===== src/rtl/led_step_sequencer.sv =====
// Four-step circular LED sequencer advanced by a button pulse or an auto-step timer.
// Optional SEQ_REVERSE_DIR_EN adds a direction input for stepping backwards.
module led_step_sequencer #(
  parameter int unsigned STEP_CYCLES = 25_000_000
) (
  input  logic       clock,
  input  logic       reset,
  input  logic       button_pressed,
  input  logic       auto_en,
  input  logic       pause,
`ifdef SEQ_REVERSE_DIR_EN
  input  logic       direction,
`endif
  output logic [1:0] state,
  output logic [3:0] leds,
  output logic       led,
  output logic       step
);

  localparam int unsigned CNT_W = (STEP_CYCLES > 1) ? $clog2(STEP_CYCLES) : 1;
  localparam logic [CNT_W-1:0] TIMER_LAST = CNT_W'(STEP_CYCLES - 1);

  typedef enum logic [1:0] {
    S0 = 2'd0,
    S1 = 2'd1,
    S2 = 2'd2,
    S3 = 2'd3
  } step_e;

  step_e            state_q, state_d;
  logic [CNT_W-1:0] timer_q, timer_d;
  logic [3:0]       leds_q, leds_d;
  logic             led_q, led_d;
  logic             step_q, step_d;

  logic             tick;
  logic             adv;
  logic             rev;

`ifdef SEQ_REVERSE_DIR_EN
  assign rev = direction;
`else
  assign rev = 1'b0;
`endif

  // Timer only runs while enabled and unpaused; a tick fires on its last count.
  assign tick = auto_en && !pause && (timer_q == TIMER_LAST);
  // Simultaneous button and tick collapse into a single advance.
  assign adv  = button_pressed | tick;

  always_comb begin
    timer_d = timer_q;
    if (!auto_en) begin
      timer_d = '0;
    end else if (button_pressed) begin
      timer_d = '0;
    end else if (pause) begin
      timer_d = timer_q;
    end else if (tick) begin
      timer_d = '0;
    end else begin
      timer_d = timer_q + CNT_W'(1);
    end
  end

  always_ff @(posedge clock) begin
    if (reset) begin
      state_q <= S0;
      timer_q <= '0;
      leds_q  <= 4'b0001;
      led_q   <= 1'b0;
      step_q  <= 1'b0;
    end else begin
      state_q <= state_d;
      timer_q <= timer_d;
      leds_q  <= leds_d;
      led_q   <= led_d;
      step_q  <= step_d;
    end
  end

  always_comb begin
    state_d = state_q;
    if (adv) begin
      unique case (state_q)
        S0:      state_d = rev ? S3 : S1;
        S1:      state_d = rev ? S0 : S2;
        S2:      state_d = rev ? S1 : S3;
        S3:      state_d = rev ? S2 : S0;
        default: state_d = S0;
      endcase
    end
  end

  // Outputs are decoded from the next state so they register alongside it.
  always_comb begin
    leds_d = '0;
    led_d  = 1'b0;
    step_d = adv;
    unique case (state_d)
      S0:      leds_d = 4'b0001;
      S1:      leds_d = 4'b0010;
      S2:      leds_d = 4'b0100;
      S3: begin
        leds_d = 4'b1000;
        led_d  = 1'b1;
      end
      default: leds_d = 4'b0001;
    endcase
  end

  assign state = state_q;
  assign leds  = leds_q;
  assign led   = led_q;
  assign step  = step_q;

endmodule


===== config.mk =====
export PLATFORM = sky130hd
export DESIGN_NAME = led_step_sequencer
export DESIGN_NICKNAME = d
export VERILOG_FILES = /design/src/rtl/led_step_sequencer.sv
export SDC_FILE = /design/constraint.sdc
export NUM_CORES = 1
export LEC_CHECK = 0
export ABC_AREA = 1
export CORE_MARGIN = 2
export CORE_UTILIZATION = 36
export CTS_CLUSTER_SIZE = 20
export DETAILED_ROUTE_END_ITERATION = 7
export SKIP_LAST_GASP = 1
export SYNTH_ARGS = -nofsm -noshare
export SYNTH_HDL_FRONTEND = slang
export SYNTH_SLANG_ARGS = --single-unit

===== constraint.sdc =====
create_clock -name clock -period 4.8 [get_ports clock]
set_clock_uncertainty 0.2 [all_clocks]
set_input_delay 0.48 -clock clock [delete_from_list [all_inputs] [get_ports clock]]
set_output_delay 0.48 -clock clock [all_outputs]
set_load 0.01 [all_outputs]

==> results.md <==
* Post-Route Setup TNS at 0 ns
* Total number of clock tree sinks at 32
* Pin count of the biggest net entering global routing at 12
* Yosys warns at 0
* Total power divided by cell area at 306.2 mW/mm2
* Final Hold Slack at 0.2639 ns
* Number of placed I/O pins at 13
* Initial antenna violation count at 0
* Max incr delay on CP at 0.48 ns
* Sum of met3 wire segment lengths after detailed routing at 109 um
* First-pass GRT wire length at 5.616 mm
* Fraction of synthesis flops using an asynchronous set or reset pin at 0
* Die width at 72.17 um
* Final worst path period need at 2.060 ns
* Half-perimeter wire length after detailed placement at 2.456 mm
* Final number of setup-violating endpoints at 0
* Longest Clk Path Bufs at 2
* Residual overflow from global routing at 0
* Filler Cell Count at 462
* Reg clk slew, reported paths at 0.07 ns
* Compound-cell area share of the yosys netlist at 0.04637
* Clock network fraction of total power at 0.477
* Combinational family with the most area after synthesis: simple AND/OR/NAND/NOR gates
* Post-detailed-routing wire length at 3.241 mm
* Fmax at 0.4854 GHz
* Overall Global Routing Usage at 0.1404
* Biggest area consumer among synthesized cells: sky130_fd_sc_hd__dfxtp_1
* Hold violation count in the final report at 0
* Post-CTS setup-driven buffer insertion count at 0
* Area of the die at 0.005208 mm2
* Cell-by-cell trace of the critical path: clkdlybuf4s50_1 > inv_2 > nand3_1 > nor2_2 > nand2_1 > nor2_2 > nand4_1 > nand2_1 > nand2_1 > nor2_1
* Share of the synthesized area in the top cell type at 0.3829
* Initial Utilization at 0.3790
* Outcome: complete, no violations
* Data arrival at the endpoint of the critical path at 2.09 ns
* Detailed-route vias per instance at 4.548
* Clock latency of the later-clocked register in the worst-skew pair at 0.29 ns
* Sequential share of power at 0.453
* Synthesized netlist net count at 243
* Initial DRC Count at 49
* Die height at 72.17 um
* # port buffers at 12
* Fraction of power spent switching nets at 0.2141
* Crit share post-route at 0.4292
* Detailed-routing wirelength on met1 at 1.655 mm
* Crit path launch type: input port
* Synthesized-area fraction occupied by and/or/nand/nor cells at 0.3994
* Ranking of synthesized cells by area: sky130_fd_sc_hd__dfxtp_1, sky130_fd_sc_hd__nand2_1, sky130_fd_sc_hd__nor2_1
* Combinational share of power at 0.070
* Most instantiated library cell after synthesis: sky130_fd_sc_hd__nand2_1
* Routed length on met2 at 1.383 mm
* TritonCTS clock tree: built
* Mapped cell area at 0.001673 mm2
* EDFF count, synth at 0
* Antenna cells at 0
* Crit-path max FO at 9
* Multiplexer share of the synthesized area at 0
* Crit path capture type: flip-flop
* Fraction of final layout cells sized beyond drive strength 1 at 0.1581
* Residual DRC count at 0
* CP Launch Point: pause
* H-tree depth at 2
* Worst R2R Start: timer_q[0]$_SDFFE_PP0N_
* Static Leak at 0.8037 nW
* Utilization of the core after routing at 0.4453
* Area inside the core boundary at 0.004414 mm2
* Area share of fa/ha/maj cells after synthesis at 0.02244
* Class of the most critical setup path: input port to flip-flop
* Routability-driven placement congestion ratio at 0.8532
* Count of unique library cells instantiated by Yosys at 27
* Sequential area share after synthesis at 0.3829
* Final Slew Violations at 0
* Final ANT Viol Nets at 0
* Area of all sequential standard cells at 640.6 um2
* Internal power at 0.4731 mW
* Number of rows in the core area at 24
* Number of cells on the worst hold path at 2
* Worst hold path class: flip-flop to flip-flop
* Total iterations of the first detailed-routing run at 4
* Prevailing post-synth register cell: sky130_fd_sc_hd__dfxtp_1
* Worst supply voltage drop on vdd at 0.2062 mV
* Cell chosen for the clock root: sky130_fd_sc_hd__clkbuf_8
* Reg2reg path depth at 7
* Total number of nets in the final design at 260
* Highest routed metal layer: met4
* Most frequent cell on the critical path: sky130_fd_sc_hd__nand2_1
* Max transition margin at 0.7184
* Post-synthesis average cell area at 7.119 um2
* Psw at 0.1289 mW
* Area growth from synthesis to layout at 17.50%
* Top cells by instance count after synthesis: sky130_fd_sc_hd__nand2_1, sky130_fd_sc_hd__nor2_1, sky130_fd_sc_hd__dfxtp_1, sky130_fd_sc_hd__inv_1, sky130_fd_sc_hd__nand3_1
* Cts hold-fix bufs at 0
* Multi-input gate area at 870.8 um2
* Slowest CP cell: sky130_fd_sc_hd__clkdlybuf4s50_1
* Setup repair after global routing missed its margin: false
* Max Cap Violations at 0
* Number of clock buffers inserted by TritonCTS at 5
* Register bit total from synthesis at 32
* Endpoint required time on the critical path at 4.83 ns
* Via count of the first global-routing pass at 1310
* Launch point of the worst hold path: timer_q[24]$_SDFFE_PP0N_
* XOR/XNOR share of the synthesized area at 0.05236
* Vias at 1387
* Post_cts resized at 0
* Synth Instances at 235
* Actual slew at the worst max-slew pin at 0.4212 ns
* Routed wirelength normalized by instance count at 10.63 um
critical path: cells and delay by family:
kind | cells | cell delay (ns)
and+or+nand+nor | 8 | 0.93
buffers and inverters | 2 | 0.68
sequential cells by signal, indices dropped and copies added (netlist names):
name,cells
timer_q,25
leds,4
state,2
step,1
cell usage in the layout, fill, tap and decap left out, drive strengths merged:
cell type,count
nor2,51
bufinv,1
a211oi,2
a31oi,1
dfxtp,32
nand2,56
nand3,14
o21ai,1
nand3b,1
nand4,8
or2,1
xnor2,2
a21oi,8
inv,38
xor2,8
clkdlybuf4s50,12
ha,3
clkbuf,7
nor3,7
cells by family (layout without fill, tap and decap cells):
| kind of cell | after synthesis | in the layout |
|---|---|---|
| AOI/OAI and AO/OA | 12 | 12 |
| xor gates and xnor gates | 10 | 10 |
| adders and majority gates | 3 | 3 |
| buffers and inverters | 40 | 58 |
| DFF | 32 | 32 |
| and+or+nand+nor | 138 | 138 |
final timing paths:
kind                         endpoint  slack (ns)
min reg2reg  timer_q[24]$_SDFFE_PP0N_        0.26
max          timer_q[22]$_SDFFE_PP0N_        2.74
min          timer_q[24]$_SDFFE_PP0N_        0.26
max reg2reg  timer_q[20]$_SDFFE_PP0N_        2.95
metrics by stage:
step	area, um2	cells	power (mW)	setup WS (ns)
floorplan	1673	235	0.3040	3.138
global placement	1839	297	0.3212	2.439
detailed placement	1839	297	0.3215	2.457
CTS	1966	305	0.6092	2.763
global route	1966	305	0.6234	2.567
finish	1966	305	0.6020	2.740
power by group through the flow:
stage               clock (mW)  combinational (mW)  sequential [mW]
finish                   0.287              0.0421            0.273
global route             0.304              0.0467            0.273
CTS                      0.294              0.0427            0.273
detailed placement           0              0.0426            0.279
global placement             0              0.0425            0.279
floorplan                    0              0.0227            0.281
routing by layer:
| metal | GRT usage | vias up |
|---|---|---|
| met4 | 0.08805 | 0 |
| met1 | 0.1756 | 595 |
| met2 | 0.2202 | 26 |
| li1 | - | 759 |
| met5 | 0 | - |
| met3 | 0.02917 | 7 |
cell type report:
type | count | area share
flip-flops and latches | 32 | 0.3259
repair buffers | 12 | 0.06111
inverters | 38 | 0.07257
well taps | 52 | 0.03310
clock inverters | 1 | 0.01528
multi-input cells | 163 | 0.4430
clock buffers | 7 | 0.04901
Note: power is estimated with default switching activity, not from simulation.
